==> src/rtl/bictr_seq_ctrl.sv <==
// Segment sequencer for an up/down binary counter with a dynamic count-to flag.
// Walks a small table of {preset, count-to, direction, last} segments, loading
// each one into the counter and advancing when the counter reports tercnt.
module bictr_seq_ctrl #(
  parameter int WIDTH  = 4,
  parameter int SEG_AW = 2
) (
  input  logic              clk,
  input  logic              reset,
  input  logic              cfg_we,
  input  logic [SEG_AW-1:0] cfg_addr,
  input  logic [WIDTH-1:0]  cfg_data,
  input  logic [WIDTH-1:0]  cfg_cnt_to,
  input  logic              cfg_up_dn,
  input  logic              cfg_last,
  input  logic              start,
  input  logic              loop,
  input  logic              abort,
  input  logic              tercnt,
  output logic              load,
  output logic              cen,
  output logic              up_dn,
  output logic [WIDTH-1:0]  data,
  output logic [WIDTH-1:0]  count_to,
  output logic              busy,
  output logic [SEG_AW-1:0] seg_idx,
  output logic              seg_done,
  output logic              done
);

  localparam int NSEG = 2 ** SEG_AW;

  typedef enum logic [1:0] {
    IDLE = 2'd0,
    LOAD = 2'd1,
    RUN  = 2'd2
  } state_t;

  state_t            state;
  logic              loop_r;

  logic [WIDTH-1:0]  tbl_data  [NSEG];
  logic [WIDTH-1:0]  tbl_cnt_to[NSEG];
  logic              tbl_up_dn [NSEG];
  logic              tbl_last  [NSEG];

  logic              cur_last;
  logic [SEG_AW-1:0] nxt_idx;

  // The final table slot always ends a pass, even without its last flag set.
  always_comb begin
    cur_last = tbl_last[seg_idx] || (seg_idx == SEG_AW'(NSEG - 1));
    nxt_idx  = cur_last ? '0 : seg_idx + SEG_AW'(1);
  end

  // Segment table: writable only while the sequencer is idle, cleared on reset.
  always_ff @(posedge clk) begin
    if (reset) begin
      for (int i = 0; i < NSEG; i++) begin
        tbl_data[i]   <= '0;
        tbl_cnt_to[i] <= '0;
        tbl_up_dn[i]  <= 1'b0;
        tbl_last[i]   <= 1'b0;
      end
    end else if (cfg_we && (state == IDLE)) begin
      tbl_data[cfg_addr]   <= cfg_data;
      tbl_cnt_to[cfg_addr] <= cfg_cnt_to;
      tbl_up_dn[cfg_addr]  <= cfg_up_dn;
      tbl_last[cfg_addr]   <= cfg_last;
    end
  end

  // Sequencer FSM with registered counter controls; abort beats tercnt beats start.
  always_ff @(posedge clk) begin
    if (reset) begin
      state    <= IDLE;
      loop_r   <= 1'b0;
      load     <= 1'b1;
      cen      <= 1'b0;
      up_dn    <= 1'b1;
      data     <= '0;
      count_to <= '0;
      busy     <= 1'b0;
      seg_idx  <= '0;
      seg_done <= 1'b0;
      done     <= 1'b0;
    end else begin
      seg_done <= 1'b0;
      done     <= 1'b0;
      if (abort) begin
        state <= IDLE;
        load  <= 1'b1;
        cen   <= 1'b0;
        busy  <= 1'b0;
      end else begin
        case (state)
          IDLE: begin
            if (start) begin
              state    <= LOAD;
              busy     <= 1'b1;
              load     <= 1'b0;
              cen      <= 1'b0;
              seg_idx  <= '0;
              loop_r   <= loop;
              data     <= tbl_data[0];
              count_to <= tbl_cnt_to[0];
              up_dn    <= tbl_up_dn[0];
            end
          end
          LOAD: begin
            state <= RUN;
            load  <= 1'b1;
            cen   <= 1'b1;
          end
          RUN: begin
            if (tercnt) begin
              seg_done <= 1'b1;
              if (cur_last && !loop_r) begin
                state <= IDLE;
                done  <= 1'b1;
                load  <= 1'b1;
                cen   <= 1'b0;
                busy  <= 1'b0;
              end else begin
                state    <= LOAD;
                load     <= 1'b0;
                cen      <= 1'b0;
                seg_idx  <= nxt_idx;
                data     <= tbl_data[nxt_idx];
                count_to <= tbl_cnt_to[nxt_idx];
                up_dn    <= tbl_up_dn[nxt_idx];
              end
            end
          end
          default: begin
            state <= IDLE;
            load  <= 1'b1;
            cen   <= 1'b0;
            busy  <= 1'b0;
          end
        endcase
      end
    end
  end

endmodule
==> config.mk <==
export PLATFORM = sky130hd
export DESIGN_NAME = bictr_seq_ctrl
export DESIGN_NICKNAME = d
export VERILOG_FILES = /design/src/rtl/bictr_seq_ctrl.sv
export SDC_FILE = /design/constraint.sdc
export NUM_CORES = 1
export LEC_CHECK = 0
export ABC_AREA = 1
export CORE_UTILIZATION = 50
export CTS_CLUSTER_DIAMETER = 60
export CTS_CLUSTER_SIZE = 28
export DETAILED_ROUTE_END_ITERATION = 6
export PLACE_DENSITY = 0.75
export SYNTH_ARGS = -nofsm -noshare
export SYNTH_HDL_FRONTEND = slang
export SYNTH_SLANG_ARGS = --single-unit
==> constraint.sdc <==
create_clock -name clk -period 2 [get_ports clk]
set_clock_uncertainty 0.15 [all_clocks]
set_input_delay 0.6 -clock clk [delete_from_list [all_inputs] [get_ports clk]]
set_output_delay 0.6 -clock clk [all_outputs]
set_load 0.05 [all_outputs]
== After elaboration in Yosys (flattened, before gate mapping) ==
Memories as Yosys holds them, arrays and structs flattened. A register that Yosys moved wholly into a read port is not among the register bits.
Cells that the tools add are included.

* Bitwise logic cells: 4
* Div/mod/pow operators: 0
* $lt $le $gt $ge: 0
* Multipliers: 0
* Reductions and logical operators: 17
* Equal/unequal tests: 7
* Multiplexer cells: 51
* Add/sub/neg operators: 1
* Shifts and indexed selects: 0

{| class="wikitable"
|+ Operator list
! cell !! number
|-
| two-way mux 4 bit || 8
|-
| two-way mux 2 bit || 12
|-
| two-way mux 1 bit || 23
|-
| case mux 4 bit (2 select lines) || 2
|-
| OR reduction 4 bit || 3
|-
| != test 2 bit (second input constant) || 4
|-
| case mux 1 bit (3 select lines) || 2
|-
| case mux 2 bit (3 select lines) || 1
|-
| AND reduction 5 bit || 1
|-
| equality test 2 bit (second input constant) || 2
|-
| inverter 1 bit || 4
|-
| case mux 1 bit (2 select lines) || 2
|-
| case mux 2 bit (2 select lines) || 1
|-
| AND reduction 4 bit || 1
|-
| AND reduction 3 bit || 1
|-
| OR reduction 3 bit || 1
|-
| adder 2 x 1 -> 2 bit (second input constant) || 1
|-
| equality test 2 x 1 -> 1 bit (second input constant) || 1
|-
| logical AND 1 bit || 2
|-
| zero test 2 bit || 1
|-
| AND reduction 2 bit || 1
|-
| nonzero test 2 bit || 1
|-
| OR reduction 1 bit || 2
|-
| OR reduction 2 bit || 1
|-
| 2 further kinds || 2
|}

* ROM bits: 0
* Bits in latches: 0
* Memory bits (writable): 40
* Bits in registers: 19
* Input bits: 19
* Memories: 4

{| class="wikitable"
|+ Memories
! memory !! words !! width !! rd ports !! clocked after memory_dff !! wr ports !! RTL line !! RTL
|-
| tbl_cnt_to || 4 || 4 || 2 || 0 || 4 || 43 || <nowiki>logic [WIDTH-1:0] tbl_cnt_to[NSEG];</nowiki>
|-
| tbl_data || 4 || 4 || 2 || 0 || 4 || 42 || <nowiki>logic [WIDTH-1:0] tbl_data [NSEG];</nowiki>
|-
| tbl_last || 4 || 1 || 1 || 1 || 4 || 45 || <nowiki>logic tbl_last [NSEG];</nowiki>
|-
| tbl_up_dn || 4 || 1 || 2 || 0 || 4 || 44 || <nowiki>logic tbl_up_dn [NSEG];</nowiki>
|}

== Depth between registers and ports, before layout ==
Gate-level depths: netlist (run 1).

* Word-level depth: 8
* Gate-level depth with buffers: 11

== Worst setup path before layout (run 1) ==
Ideal clock, no wire load.

* Kind: flip-flop to flip-flop
* From: register state[1]
* To: memory tbl_cnt_to[3][0], enable pin
* Data required time: 1459 ps
* Stages on the path, launching flop included: 4
* Library setup time: 391 ps
* Setup slack: -120 ps
* Clock period less this slack: 2120 ps
* Buffers on the path: 0
* Arrival: 1579 ps
* Cells stage by stage: dfxtp_1 nor2_1 nand2_1 o21ai_0

{| class="wikitable"
|+ RTL lines
! what !! RTL line !! RTL
|-
| start, declared || 39 || <nowiki>state_t state;</nowiki>
|-
| start signal, assigned || 76 || <nowiki>state <= IDLE;</nowiki>
|-
| start signal, assigned || 91 || <nowiki>state <= IDLE;</nowiki>
|-
| start signal, assigned || 99 || <nowiki>state <= LOAD;</nowiki>
|-
| end, declared || 43 ||
|}

==> results of run 1 <==
==> cells in the final DEF, fill, tap and decap left out, types with 2 or more instances in the layout <==
cell,netlist,layout
nand3_1,14,14
clkdlybuf4s50_1,0,18
inv_1,51,51
clkinv_1,1,2
nand2_1,77,77
nand3_2,2,2
or2_2,8,8
dfxtp_1,20,19
clkinvlp_4,0,2
nand4_1,26,26
buf_12,0,7
edfxtp_1,40,40
buf_4,2,34
nor2_1,64,64
clkinv_2,0,2
a21oi_2,4,4
clkbuf_8,0,9
a21oi_1,13,13
nand2_2,4,4
==> worst max-delay path: cells and delay by family <==
| family | cells | cell delay, ps |
|---|---|---|
| buffers and inverters | 3 | 710 |
| and+or+nand+nor | 4 | 520 |
==> final timing paths <==
path / slack, ps / to / from
setup / recovery: 90 / tbl_cnt_to[2][3] / reset
hold / removal: 320 / count_to[3] / count_to[3]
setup reg to reg: 170 / tbl_cnt_to[2][3] / state[0]
hold reg to reg: 320 / count_to[3] / count_to[3]
==> final cells by class <==
class | instances | area [um^2]
clock buffers | 10 | 127.6
clock inverters | 6 | 55.05
fillers | 480 | 1874
inverters | 53 | 202.7
multi-input cells | 223 | 1046
flip-flops and latches | 60 | 1603
well taps | 72 | 90.09
repair buffers | 59 | 575.6
==> cells by family after synthesis <==
kind of cell / count (synthesis)
adder cells (fa/ha/maj): 1
AO/OA/AOI/OAI: 22
buffers and inverters: 70
flip-flops: 60
AND/OR/NAND/NOR: 200
==> power groups by stage <==
stage	sequential, uW	clock (uW)	combinational, uW
floorplan	1480	0	162
detailed placement	1440	0	350
global placement	1440	0	343
CTS	1410	1050	352
finish	1420	1030	352
global route	1420	1100	388
==> layer usage <==
| layer | share of wire (%) | vias up |
|---|---|---|
| met5 | 0 | - |
| met3 | 5.9 | 8 |
| li1 | - | 1239 |
| met4 | 1.4 | 0 |
| met1 | 46 | 1091 |
| met2 | 46 | 73 |
==> state kept, by name (all words and copies together) (netlist names), named ones only <==
signal and count:
tbl_data 16, count_to 4, loop_r 1, done 1
tbl_cnt_to 16, load 1, seg_done 1, seg_idx 2
data 4, tbl_last 4, state 2, tbl_up_dn 4
busy 1, up_dn 1
==> synth_stat cells <==
master    instances  area [um^2]
o21ai_2           1        8.760
dfxtp_1          20        400.4
buf_2             6        30.03
clkbuf_1          8        30.03
buf_6             1        11.26
edfxtp_1         40         1201
nor2_1           64        240.2
buf_4             2        15.01
o21ai_0           2        10.01
or2_2             8        50.05
nor3_1            2        10.01
inv_2             1        3.750
nand3_2           2        20.02
o31ai_1           1        7.510
inv_1            51        191.4
ha_1              1        12.51
nand3_1          14        70.07
nand2_1          77        289.0
nor2_4            1        11.26
clkinv_1          1        3.750
a21oi_2           4        35.03
nor4_1            1        6.260
nand4_1          26        162.7
o22ai_1           1        6.260
a21oi_1          13        65.06
nand2_2           4        25.02
nand2_4           1        11.26
==> per-stage QoR <==
step,instance area (um^2),TNS [ps],power [uW],std cells
floorplan,2929,-914.7,1639,353
global placement,3508,-13460,1782,467
detailed placement,3508,-14140,1792,467
CTS,3691,0,2813,483
global route,3700,-222.4,2907,483
finish,3700,0,2803,483
==> results.toml, run 1 <==
[outcome]
status = "complete, no violations"

[global_routing]
grt_pass1_wl_um = 10980
grt_pass1_vias = 2311
grt_busiest_layer = "met2"
grt_use_met2_pct = 36.17
grt_antenna_before_repair = 0
grtUsageMet1_pct = 31.53
overflow = 0
met3_usage_pct = 6.977
grt_max_degree = 29
grt_use_total_pct = 23.82

[clock_network]
htree_levels = 3
post_cts_buffers = 0
cts.sinks = 60
clk_latency_ps = 350
clock-root-buffer = "clkbuf_8"
cts_resized = 0
clock_path_buffers = 2
path_clk_slew_ps = 60
cts_tree = "yes"
cts_made_buffers = 9
holdBufCountCts = 0

[yosys]
synth_top_family_by_area = "simple AND/OR/NAND/NOR gates"
ys_ff_latch = 60
synth_xor_area_share_pct = 0
synthSimpleGateAreaFrac_pct = 30.60
seq_area_frac_synth_pct = 54.70
synthesis.nets = 373
synth_compound_gate_area_share_pct = 4.530
synth_mux_area_share_pct = 0
synthCells = 353
syn_area_per_cell_um2 = 8.294
yosys_warnings = 0
syn-cell-area_um2 = 2928
synth-adder-area-share_pct = 0.4274
synth.distinct_cells = 27

[die]
fp.dieW_um = 78.52
placementRows = 27
floorplan.die.height_um = 78.52
io_pins = 35
start_util_pct = 52.53
core-area_um2 = 5574
die_area_um2 = 6165

[sta]
slew-limit-headroom_pct = 71.50
post-route-min-period_ps = 1910
drv_slew = 0
worstMarginPinSlew_ps = 426.3
fin_hold_ws_ps = 317.7
worst_slack_ps = 90.24
setup_viol_count_final = 0
fmax_mhz = 523.6
rsz0062_at_grt = "true"
post-route-period-util_pct = 95.49
hold_violations = 0

[critical_path]
slowest_stage = "clkdlybuf4s50_1"
worst_path_largest_cell_delay_ps = 490
critPathRequiredTime_ps = 1920
crit_path_end_kind = "register"
crit_type = "input port to register"
worstPathMaxFanout = 10
path_cells = "clkdlybuf4s50_1, nor2_1, inv_1, nor2_1, nand2_1, nand2_1, buf_12"
start_kind = "input port"
reg2regPathDepth = 8
worstPathArrival_ps = 1830

[detailed_routing]
final_antenna_net_count = 0
via_per_inst = 4.992
routed_wl_um = 6525
drtIter0Drc = 126
drt_first_pass_iters = 4
drc = 0
vias = 2411
wire_per_inst_um = 13.51

[cells_and_area]
fin_util_pct = 66.37
nNetsFinal = 426
area_growth_pct = 26.37
drive_gt1_share_pct = 19.22
antenna_cells = 0

[pwr]
power_density_nw_per_um2 = 757.5
switching_share_pct = 25.34
leakagePower_uw = 0.001608
p_seq_share_pct = 50.5
peakVddDrop_v = 0.0005325
switching_power_uw = 710.3
power.internal_uw = 2092
clockPowerShare_pct = 36.9
combPwrFrac_pct = 12.6

[placement]
place_hpwl_um = 4780
io_buffers = 34
place.gp.congestion = 0.8416
place_ws_ps = -255.2

[job]
maxCapViolations = 0

[worst_hold_path]
holdPathStages = 2
hold_class = "register to register"
No activity file was read; power rests on OpenSTA's default activity.
==> run 2, diff against run 1 <==
--- a/config.mk
+++ b/config.mk
@@ -5,12 +5,12 @@
 export SDC_FILE = /design/constraint.sdc
 export NUM_CORES = 1
 export LEC_CHECK = 0
-export ABC_AREA = 1
-export CORE_UTILIZATION = 50
+export ABC_AREA = 0
+export CORE_UTILIZATION = 55
 export CTS_CLUSTER_DIAMETER = 60
 export CTS_CLUSTER_SIZE = 28
 export DETAILED_ROUTE_END_ITERATION = 6
-export PLACE_DENSITY = 0.75
+export PLACE_DENSITY = 0.78
 export SYNTH_ARGS = -nofsm -noshare
 export SYNTH_HDL_FRONTEND = slang
 export SYNTH_SLANG_ARGS = --single-unit
==> constraint.sdc (replaced) <==
create_clock -name clk -period 2.1 [get_ports clk]
set_clock_uncertainty 0.15 [all_clocks]
set_input_delay 0.63 -clock clk [delete_from_list [all_inputs] [get_ports clk]]
set_output_delay 0.63 -clock clk [all_outputs]
set_load 0.05 [all_outputs]
==> run 2 against run 1 <==
Register-to-register slack worse by 20 ps. Sequential share of layout area is 2.2 points higher. Global-route usage is 1.5 points higher. Combinational power is 9.7% lower. Area after synthesis is 5.3% lower. Critical path type unchanged. Core utilization is 7.2 points higher.
==> results.toml, run 2 <==
[sta]
fmax_mhz = 501.1
hold_violations = 0
slew-limit-headroom_pct = 68.29
setup_viol_count_final = 0
fin_hold_ws_ps = 362.3
post-route-period-util_pct = 95.04
drv_slew = 0
rsz0062_at_grt = "false"
setup_tns_ps = 0
post-route-min-period_ps = 1996
worstMarginPinSlew_ps = 474.5

[yosys]
syn_area_per_cell_um2 = 11.45
synth_area_leaders = "edfxtp_1, dfxtp_1, and2_1"
seq_area_frac_synth_pct = 57.79
synthesis.nets = 262
syn-cell-area_um2 = 2771
yosys.area.top_type = "edfxtp_1"
synthCells = 242
synth_edf_count = 40
synth.distinct_cells = 36
synth_commonest_cells = "and2_1, edfxtp_1, dfxtp_1"
ys_ff_latch = 60
yosysTopAreaCellShare_pct = 43.34
yosys_warnings = 0
ys.flop_type = "edfxtp_1"
async_flop_share_pct = 0

[die]
fp.dieW_um = 72.99
placementRows = 25
die_area_um2 = 5327
io_pins = 35
floorplan.die.height_um = 72.99
start_util_pct = 57.91
core-area_um2 = 4786

[clock_network]
clock_path_buffers = 2
path_clk_slew_ps = 60
clk_latency_ps = 330
cts_tree = "yes"
cts_resized = 0
post_cts_buffers = 0
clock-root-buffer = "clkbuf_8"
htree_levels = 3
cts_made_buffers = 9
holdBufCountCts = 0
cts.sinks = 60

[detailed_routing]
wire_per_inst_um = 15.97
drtIter0Drc = 151
drc = 0
top_layer = "met4"
drt_first_pass_iters = 4
final_antenna_net_count = 0
routed_wl_um = 5877
vias = 2001
wl_met1_um = 2543
via_per_inst = 5.438
wl_met3_um = 281
route.met2.wl_um = 3003

[critical_path]
worst_path_largest_cell_delay_ps = 480
worstReg2RegStart = "seg_idx[0]"
path_cells = "clkdlybuf4s50_1, nand2_1, nor2_2, nor3b_1, or2_4"
crit_path_end_kind = "register"
crit_type = "input port to register"
reg2regPathDepth = 8
start_kind = "input port"
r2r-end = "up_dn"
slowest_stage = "clkdlybuf4s50_1"
worstPathMaxFanout = 10
r2r_slack_ps = 150
critPathRequiredTime_ps = 1980
worstPathArrival_ps = 1870

[outcome]
status = "complete, no violations"

[global_routing]
grt_max_degree = 25
grt_antenna_before_repair = 0
grt_pass1_wl_um = 9653
overflow = 0
grt_pass1_vias = 1941
grt_use_total_pct = 25.34

[pwr]
leakagePower_uw = 0.001341
total_power_uw = 2541
power_density_nw_per_um2 = 721.5
peakVddDrop_v = 0.0005052

[worst_hold_path]
min_to = "count_to[0]"
min_from = "count_to[0]"
holdPathStages = 2
hold_class = "register to register"

[placement]
place.gp.congestion = 0.8264
io_buffers = 34
dpl.cell_count = 352
place_hpwl_um = 3981

[cells_and_area]
area_growth_pct = 27.09
drive_gt1_share_pct = 22.92
nNetsFinal = 316
fillCellCount = 355
antenna_cells = 0
fin_util_pct = 73.59
final_cell_mix = "and2_1, edfxtp_1, buf_4"
finalNonFillerCells = 368
largest_registers = "tbl_cnt_to (16), tbl_data (16)"

[job]
maxCapViolations = 0
## run 2: layout make-up
type                            instances  area (um^2)  area share [%]
Sequential cell                        60         1604           45.54
Multi-Input combinational cell        161         1086           30.83
Timing Repair Buffer                   60        570.5           16.20
Clock buffer                           14        152.6           4.334
Tap cell                               67        83.83           2.380
Inverter                                4        15.01          0.4263
Clock inverter                          2        10.01          0.2842
## run 2: cells by family after synthesis
| group | count (synthesis) | share of synthesized area, % |
|---|---|---|
| mux | 19 | 6.907 |
| fa+ha+maj | 1 | 0.4514 |
| compound gates | 31 | 9.932 |
| flops | 60 | 57.79 |
| buf+inv | 21 | 3.431 |
| simple gates | 110 | 21.49 |
## run 2: stage by stage
step,setup slack [ps],area (um^2)
floorplan,68.88,2774
global placement,-306.0,3354
finish,104.2,3522
global route,6.317,3522
CTS,17.69,3517
detailed placement,-319.5,3354
## run 2: power breakdown
part	internal [uW]	switching, uW
Sequential	1330	27.3
Clock	458	412
Combinational	143	175
Total	1930	615
## run 2: worst max-delay path, delay by kind of cell
kind          cells  cell delay [ps]
buf+inv           1              480
simple gates      4              760
## run 2: per-layer routing
metal | global-route usage, % | vias up
li1 | - | 984
met5 | 0 | -
met1 | 31.66 | 957
met4 | 9.150 | 0
met3 | 5.525 | 6
met2 | 43.21 | 54
## run 2: worst max-delay path by stage
stage,from,slack [ps],cells after the start,to
6_report,cfg_we,100,5,tbl_data[0][1]
5_1_grt,cfg_we,6,5,tbl_cnt_to[0][1]
4_1_cts,cfg_we,20,5,tbl_cnt_to[0][1]
3_5_place_dp,cfg_we,-320,5,tbl_cnt_to[0][1]
3_3_place_gp,cfg_we,-310,5,tbl_cnt_to[0][1]
2_1_floorplan,seg_idx[1],70,7,count_to[1]
==> run 3, diff against run 2 <==
--- a/config.mk
+++ b/config.mk
@@ -6,11 +6,11 @@
 export NUM_CORES = 1
 export LEC_CHECK = 0
 export ABC_AREA = 0
-export CORE_UTILIZATION = 55
+export CORE_UTILIZATION = 59
 export CTS_CLUSTER_DIAMETER = 60
 export CTS_CLUSTER_SIZE = 28
 export DETAILED_ROUTE_END_ITERATION = 6
-export PLACE_DENSITY = 0.78
+export PLACE_DENSITY = 0.83
 export SYNTH_ARGS = -nofsm -noshare
 export SYNTH_HDL_FRONTEND = slang
 export SYNTH_SLANG_ARGS = --single-unit
==> constraint.sdc (replaced) <==
create_clock -name clk -period 2.3 [get_ports clk]
set_clock_uncertainty 0.15 [all_clocks]
set_input_delay 0.69 -clock clk [delete_from_list [all_inputs] [get_ports clk]]
set_output_delay 0.69 -clock clk [all_outputs]
set_load 0.05 [all_outputs]
==> run 3 against run 2 <==
The flow now finishes with violations (design-rule violations). Clock power shrank 13%. Routed wire length grew 4.4%. Non-clock buffer count shrank 5. Sequential cell count is the same. Register-to-register slack gained 30 ps. Combinational power shrank 9.4%. Count of clock-buffer cells in the layout shrank 2.
==> results.toml, run 3 (synthesis gave the netlist of run 2 again) <==
[outcome]
status = "finished with violations"
violations = "design-rule violations"

[sta]
post-route-min-period_ps = 2261
hold_violations = 0
fin_hold_ws_ps = 361.6
worstMarginPinSlew_ps = 527.6
post-route-period-util_pct = 98.30
drv_slew = 0
fmax_mhz = 442.3
slew-limit-headroom_pct = 64.74
rsz0062_at_grt = "false"
setup_viol_count_final = 0

[die]
placementRows = 24
core-area_um2 = 4444
io_pins = 35
die_area_um2 = 4975
start_util_pct = 62.36
floorplan.die.height_um = 70.54
fp.dieW_um = 70.54

[pwr]
switching_share_pct = 24.78
switching_power_uw = 565.1
power.internal_uw = 1716
power_density_nw_per_um2 = 661.4
p_seq_share_pct = 54.2
total_power_uw = 2281
clockPowerShare_pct = 33.2
peakVddDrop_v = 0.0004425
leakagePower_uw = 0.001332
combPwrFrac_pct = 12.6

[detailed_routing]
via_per_inst = 5.753
vias = 2002
final_antenna_net_count = 0
routed_wl_um = 6137
wire_per_inst_um = 17.64
drtIter0Drc = 124
drt_first_pass_iters = 6
drc = 8

[cells_and_area]
largest_registers = "tbl_cnt_to (16), tbl_data (16)"
antenna_cells = 0
nNetsFinal = 311
fin_util_pct = 77.59
area_growth_pct = 24.42
finalNonFillerCells = 348
drive_gt1_share_pct = 18.58
final_cell_mix = "and2_1, edfxtp_1, buf_4"
fillCellCount = 310

[clock_network]
cts_made_buffers = 9
holdBufCountCts = 0
cts_tree = "yes"
htree_levels = 3
clk_latency_ps = 320
path_clk_slew_ps = 60
post_cts_buffers = 0
cts.sinks = 60
clock-root-buffer = "clkbuf_8"
clock_path_buffers = 2

[global_routing]
overflow = 0
grt_pass1_vias = 2100
grt_use_total_pct = 26.80
grt_max_degree = 25
grt_antenna_before_repair = 0
grt_pass1_wl_um = 9880

[critical_path]
crit_type = "register to output pin"
slowest_stage = "clkdlybuf4s50_1"
path_cells = "clkdlybuf4s50_1"
start_kind = "register"
path_buf_inv = 1
worstPathMaxFanout = 1
critPathRequiredTime_ps = 1460
crit_family = "buffers and inverters"
worst_path_largest_cell_delay_ps = 790
worstPathArrival_ps = 1420
crit_path_end_kind = "output pin"

[placement]
place_hpwl_um = 4054
place.gp.congestion = 0.8483
io_buffers = 34
dpl.cell_count = 332

[job]
maxCapViolations = 0

[worst_hold_path]
hold_class = "register to register"
run 3: changes by cell type in the layout (fill, tap and decap cells not counted), moves of 2 or more:
cell | previous run | this run
buf_4 | 36 | 28
clkinv_1 | 0 | 3
dfxtp_2 | 2 | 0
dfxtp_1 | 18 | 20
dlymetal6s2s_1 | 0 | 2
run 3: metal layers:
layer / vias up / share of wire (%) / track usage, %
met5: - / 0 / 0
met4: 0 / 1.9 / 14.00
met3: 12 / 5.9 / 5.840
met2: 70 / 52 / 46.93
met1: 947 / 40 / 31.11
li1: 973 / - / -
run 3: metrics by stage:
stage | cell area [um^2] | setup TNS, ps | worst slack [ps]
final | 3448 | 0 | 39.20
after global routing | 3448 | 0 | 6.820
after CTS | 3443 | 0 | 1.707
after detailed placement | 3293 | -3892 | -220.5
after global placement | 3293 | -2413 | -167.6
after floorplan | 2771 | 0 | 80.01
run 3: area by class of cell:
| class | instances | area, um^2 | share of cell area (%) |
|---|---|---|---|
| multi-input combinational | 161 | 1081 | 31.35 |
| clock inverter | 4 | 16.27 | 0.4717 |
| clock buffer | 12 | 135.1 | 3.919 |
| tap | 52 | 65.06 | 1.887 |
| inverter | 4 | 15.01 | 0.4354 |
| timing repair buffer | 55 | 534.3 | 15.49 |
| sequential | 60 | 1602 | 46.44 |
run 3: repair_timing:
action | 4_1_cts | 5_1_grt
endpoints found under the hold margin | 0 | 0
endpoints found under the setup margin | 1 | 2
resized for setup | 1 | 2
run 3: final timing paths:
check	cells past startpoint	endpoint	start	slack, ps
max	1	seg_done	seg_done	40
min	2	count_to[0]	count_to[0]	360
max reg2reg	5	data[0]	seg_idx[1]	180
min reg2reg	2	count_to[0]	count_to[0]	360
run 3: power by group through the flow:
stage	sequential [uW]	clock [uW]	combinational [uW]
floorplan	1300	0	116
global placement	1250	0	280
detailed placement	1260	0	288
CTS	1240	765	289
global route	1240	806	307
finish	1240	758	288
run 3: tightest hold or removal path, cell delays in order, from the launching register on:
cell,delay [ps]
dfxtp_1,320
nand2b_1,70
o32ai_1,70
